<file path="config.mk">
export PLATFORM = sky130hd
export DESIGN_NAME = alu6_muldiv_seq
export DESIGN_NICKNAME = d
export VERILOG_FILES = /design/src/rtl/alu_pkg.sv /design/src/rtl/alu6_muldiv_seq.sv
export SDC_FILE = /design/constraint.sdc
export NUM_CORES = 1
export LEC_CHECK = 0
export CORE_ASPECT_RATIO = 0.75
export CORE_UTILIZATION = 35
export CTS_BUF_LIST = sky130_fd_sc_hd__clkbuf_4 sky130_fd_sc_hd__clkbuf_8 sky130_fd_sc_hd__clkbuf_16
export DETAILED_ROUTE_END_ITERATION = 10
export GPL_ROUTABILITY_DRIVEN = 0
export HOLD_SLACK_MARGIN = 0.05
export MAX_ROUTING_LAYER = met4
export SLEW_MARGIN = 0
export SYNTH_ARGS = -nofsm -noshare
export SYNTH_HDL_FRONTEND = slang
export SYNTH_SLANG_ARGS = --single-unit
</file>
<file path="constraint.sdc">
create_clock -name clk -period 1.9 [get_ports clk]
set_input_delay 0.19 -clock clk [delete_from_list [all_inputs] [get_ports clk]]
set_output_delay 0.19 -clock clk [all_outputs]
set_load 0.02 [all_outputs]
</file>
<file path="src/rtl/alu_pkg.sv">
// Shared definitions for the lab 6-bit ALU and the multiply/divide sequencer:
// ALU operation codes and the sequencer state encoding.
package alu_pkg;

    localparam logic [3:0] ALU_AND = 4'b0000;
    localparam logic [3:0] ALU_OR  = 4'b0001;
    localparam logic [3:0] ALU_ADD = 4'b0010;
    localparam logic [3:0] ALU_SUB = 4'b0110;
    localparam logic [3:0] ALU_NOR = 4'b1100;

    typedef enum logic [1:0] {
        IDLE = 2'd0,
        RUN  = 2'd1,
        DONE = 2'd2
    } seq_state_t;

endpackage

</file>
<file path="src/rtl/alu6_muldiv_seq.sv">
// Multi-cycle multiply (shift-add) / divide (restoring) sequencer that drives
// an external combinational ALU, one add or subtract per cycle.
module alu6_muldiv_seq
    import alu_pkg::*;
#(
    parameter int unsigned WIDTH = 6,
    parameter int unsigned CNT_W = 3
) (
    input  logic             clk,
    input  logic             rst_n,
    input  logic             start,
    input  logic             op,
    input  logic [WIDTH-1:0] opa,
    input  logic [WIDTH-1:0] opb,
    output logic             busy,
    output logic             done,
    output logic             div0,
    output logic [WIDTH-1:0] res_hi,
    output logic [WIDTH-1:0] res_lo,
    output logic [WIDTH-1:0] alu_a,
    output logic [WIDTH-1:0] alu_b,
    output logic [3:0]       alu_op,
    output logic             alu_cin,
    input  logic [WIDTH-1:0] alu_result,
    input  logic             alu_cout
);

    localparam logic [CNT_W-1:0] LAST = CNT_W'(WIDTH - 1);

    seq_state_t       state;
    logic [WIDTH-1:0] acc;
    logic [WIDTH-1:0] lo;
    logic [WIDTH-1:0] m;
    logic [CNT_W-1:0] cnt;
    logic             op_q;

    logic [WIDTH-1:0] shifted;
    logic [WIDTH-1:0] acc_nx;
    logic [WIDTH-1:0] lo_nx;

    // Partial remainder shifted left by one, pulling in the next dividend bit
    assign shifted = {acc[WIDTH-2:0], lo[WIDTH-1]};

    // ALU operand drive; idle values whenever not iterating
    always_comb begin
        alu_a   = '0;
        alu_b   = '0;
        alu_op  = ALU_ADD;
        alu_cin = 1'b0;
        if (state == RUN) begin
            if (!op_q) begin
                alu_a = acc;
                alu_b = lo[0] ? m : '0;
            end else begin
                alu_a   = shifted;
                alu_b   = m;
                alu_op  = ALU_SUB;
                alu_cin = 1'b1;
            end
        end
    end

    // Next acc/lo from the ALU response; kept apart from the drive block so the
    // external ALU path does not look like a combinational loop
    always_comb begin
        acc_nx = acc;
        lo_nx  = lo;
        if (!op_q) begin
            // {cout,result,lo} >> 1 written out per register
            acc_nx = {alu_cout, alu_result[WIDTH-1:1]};
            lo_nx  = {alu_result[0], lo[WIDTH-1:1]};
        end else if (acc[WIDTH-1] || alu_cout) begin
            // Shifted remainder bit 6 set means it exceeds any 6-bit divisor
            acc_nx = alu_result;
            lo_nx  = {lo[WIDTH-2:0], 1'b1};
        end else begin
            acc_nx = shifted;
            lo_nx  = {lo[WIDTH-2:0], 1'b0};
        end
    end

    // Control FSM with registered handshake and result outputs
    always_ff @(posedge clk or negedge rst_n) begin
        if (!rst_n) begin
            state  <= IDLE;
            busy   <= 1'b0;
            done   <= 1'b0;
            div0   <= 1'b0;
            res_hi <= '0;
            res_lo <= '0;
            cnt    <= '0;
            acc    <= '0;
            lo     <= '0;
            m      <= '0;
            op_q   <= 1'b0;
        end else begin
            done <= 1'b0;
            case (state)
                IDLE: begin
                    if (start) begin
                        op_q <= op;
                        cnt  <= '0;
                        div0 <= 1'b0;
                        acc  <= '0;
                        busy <= 1'b1;
                        if (op) begin
                            lo <= opa;
                            m  <= opb;
                            if (opb == '0) begin
                                state  <= DONE;
                                done   <= 1'b1;
                                div0   <= 1'b1;
                                res_lo <= '1;
                                res_hi <= opa;
                            end else begin
                                state <= RUN;
                            end
                        end else begin
                            lo    <= opb;
                            m     <= opa;
                            state <= RUN;
                        end
                    end
                end
                RUN: begin
                    acc <= acc_nx;
                    lo  <= lo_nx;
                    cnt <= cnt + 1'b1;
                    if (cnt == LAST) begin
                        state  <= DONE;
                        done   <= 1'b1;
                        res_hi <= acc_nx;
                        res_lo <= lo_nx;
                    end
                end
                DONE: begin
                    state <= IDLE;
                    busy  <= 1'b0;
                end
                default: begin
                    state <= IDLE;
                    busy  <= 1'b0;
                end
            endcase
        end
    end

endmodule

</file>
==> results of run 1 <==
logic make-up (layout without fill, tap and decap cells):
logic type,count (synthesis),count (layout),share of synthesized area [%]
adder cells (fa/ha/maj),2,2,1.095
AND/OR/NAND/NOR,77,77,17.84
AO/OA/AOI/OAI,52,52,16.91
buffers and inverters,27,85,8.155
flip-flops,39,39,42.69
multiplexers,29,29,12.97
other,2,3,0.3285
Yosys cell counts (5+ instances only):
cell | instances | share of area, %
dfrtp_1 | 39 | 43
nand2_1 | 28 | 4.6
mux2i_1 | 24 | 11
nor2_1 | 21 | 3.4
o21ai_0 | 10 | 2.2
a21oi_1 | 8 | 1.8
nor2b_1 | 8 | 2.2
a211oi_1 | 7 | 2.3
and2_1 | 7 | 1.9
buf_4 | 7 | 2.3
inv_1 | 7 | 1.1
a311oi_1 | 6 | 2.3
a311o_1 | 5 | 2.2
buf_6 | 5 | 2.5
mux2_2 | 5 | 2.5
or3b_1 | 5 | 1.9
worst register-to-register path: stages (launching register included):
cell	delay, ns
dfrtp_1	0.53
or3b_1	0.42
a311o_1	0.41
a31oi_1	0.19
power by group:
part           internal, mW  leakage [nW]  switching, mW
logic                  1.33         0.839           1.54
registers              1.23         0.454          0.310
clock network         0.539        0.0688          0.287
total                  3.09          1.36           2.14
area by class of cell:
cell class	count	area, sq um	share of cell area [%]
flip-flops and latches	39	975.9	32.07
multi-input cells	163	1137	37.38
repair buffers	70	665.6	21.87
well taps	81	101.3	3.331
clock buffers	6	76.32	2.508
clock inverters	2	60.06	1.974
inverters	7	26.28	0.8635
per-layer routing:
| metal | wire length, um | GRT usage [%] | part of all wire [%] |
|---|---|---|---|
| met5 | 0 | - | 0 |
| met4 | 42 | 4.040 | 0.75 |
| met3 | 230 | 3.564 | 4.1 |
| met2 | 2540 | 26.35 | 45 |
| met1 | 2790 | 26.55 | 50 |
how the worst max path moves through the flow:
stage                   from   endpoint  cells past startpoint
finish              state[1]   alu_b[1]                      4
detailed placement  alu_cout  res_hi[0]                      4
floorplan             cnt[0]  res_lo[4]                      5
global route        state[1]   alu_b[4]                      4
CTS                     op_q    alu_cin                      3
global placement    alu_cout  res_hi[1]                      4
sequential cells by signal (all words and copies together), names as in the netlist:
name	count
op_q	1
state	2
acc	6
done	1
res_hi	6
m	6
busy	1
div0	1
res_lo	6
cnt	3
lo	6
stage by stage:
step / cell area (sq um) / std cells / total power, mW / setup WS [ns] / utilization (%)
after floorplan: 2290 / 229 / 3.400 / 0.3901 / -
final: 3043 / 368 / 5.232 / 0.1509 / 48.16
after detailed placement: 2897 / 359 / 4.555 / 0.07534 / 45.84
after global placement: 2897 / 359 / 4.539 / 0.07985 / 45.84
after CTS: 3033 / 368 / 5.284 / 0.002907 / 48.00
after global routing: 3043 / 368 / 5.635 / 0.02262 / 48.16
timing repair:
action | in CTS | in global routing
hold endpoints to repair | 39 | 0
resized for setup | 14 | 3
setup endpoints to repair | 14 | 2
hold buffers | 1 | 0
setup buffers | 0 | 0
==> results.yml, run 1 <==
run_status:
  status: "finished, final reports clean"
timing:
  period_needed_ns: 1.749
  finalMaxSlewViolations: 0
  hold_viol: 0
  setup_viol: 0
  tightest_slew_ns: 0.5027
  fin_crit_sh_pct: 92.06
  slew_headroom_pct: 66.49
  rsz0062_at_grt: "false"
  finClkSkew_ns: 0.008010
  fmax_mhz: 571.7
  final.setup.tns_ns: 0
  hold_ws_ns: 0.4716
critical_path:
  reg2regPathDepth: 3
  start_kind: "flip-flop"
  path_class: "reg -> out"
  rrSetupSlack_ns: 0.27
  critPathRequiredTime_ns: 1.71
  cp_num_buf_inv: 1
  r2r-start: "acc[5]"
  cp_slowest_cell: "dfrtp_1"
  r2r-end: "res_hi[0]"
  endpoint_kind: "primary output"
  crit_fanout: 6
  cp_top_family: "simple AND/OR/NAND/NOR gates"
  crit_arrival_ns: 1.56
  crit_chain: "nand2b_1 -> nor2_2 -> and2_1 -> dlygate4sd2_1"
  slowest_delay_ns: 0.42
global_routing:
  antenna_found_initial: 0
  grt_pass1_vias: 1841
  grt_pass1_wl_um: 9204
  overflow: 0
  grt_max_degree: 40
  grtUsageTotal_pct: 18.30
logic_synthesis:
  synth_warnings: 0
  synthArstFlopShare_pct: 100.0
  syn_avg_cell_area_sq_um: 10.03
  synthFlopType: "dfrtp_1"
  ys_types: 37
  synthCells: 228
  synthesis.area_sq_um: 2286
  ys_seq_area_share_pct: 42.69
  synth_edf_count: 0
  yosys_register_bits: 39
hold_path:
  hp-class: "in -> async"
die:
  die_h_um: 71.99
  rows: 25
  core_sq_um: 6319
  ios: 55
  initial_core_util_pct: 36.18
  dieArea_sq_um: 6862
  die_w_um: 95.32
power:
  peakVddDrop_uv: 614.9
  leakage_nw: 1.362
  p_per_area_nw_per_um2: 1719
clock_tree:
  htreeDepth: 2
  clock_latency_ns: 0.29
  clk_path_buf_depth: 2
  cts_buffers: 5
  clk_pin_slew_ns: 0.08
  tritoncts: "yes"
  clock-sinks: 39
  cts-root-buf: "clkbuf_8"
route:
  antenna_left: 0
  drc: 0
  drt_iter0_drc: 83
  route.vias.total: 1889
  viasPerCell: 5.133
  finalWirelength_um: 5603
  wl_per_cell_um: 15.23
  dr.pass1.iters: 6
cells_and_area:
  nFillCells: 608
  fin_nets: 311
  final_common_cell: "dfrtp_1"
  drive_above_1_share_pct: 14.63
  diodes: 0
  syn2layout_area_growth_pct: 33.11
  final_cell_mix: "dfrtp_1, clkdlybuf4s50_1, nand2_1"
placement:
  io_buffers: 51
  hpwlAfterDp_um: 4189
flow_run:
  drv.max_cap_violation_count: 0
(Power assumes the default switching activity.)
==> run 2, diff against run 1 <==
--- a/config.mk
+++ b/config.mk
@@ -5,6 +5,7 @@
 export SDC_FILE = /design/constraint.sdc
 export NUM_CORES = 1
 export LEC_CHECK = 0
+export ABC_CLOCK_PERIOD_IN_PS = 1900
 export CORE_ASPECT_RATIO = 0.75
 export CORE_UTILIZATION = 35
 export CTS_BUF_LIST = sky130_fd_sc_hd__clkbuf_4 sky130_fd_sc_hd__clkbuf_8 sky130_fd_sc_hd__clkbuf_16
==> results of run 2 <==
Same layout as run 1: the final DEF is identical, and so are final timing and power.
==> run 3, diff against run 2 <==
--- a/config.mk
+++ b/config.mk
@@ -9,6 +9,7 @@
 export CORE_ASPECT_RATIO = 0.75
 export CORE_UTILIZATION = 35
 export CTS_BUF_LIST = sky130_fd_sc_hd__clkbuf_4 sky130_fd_sc_hd__clkbuf_8 sky130_fd_sc_hd__clkbuf_16
+export CTS_CLUSTER_SIZE = 10
 export DETAILED_ROUTE_END_ITERATION = 10
 export GPL_ROUTABILITY_DRIVEN = 0
 export HOLD_SLACK_MARGIN = 0.05
==> results of run 3 <==
Same layout as run 1: the final DEF is identical, and so are final timing and power.
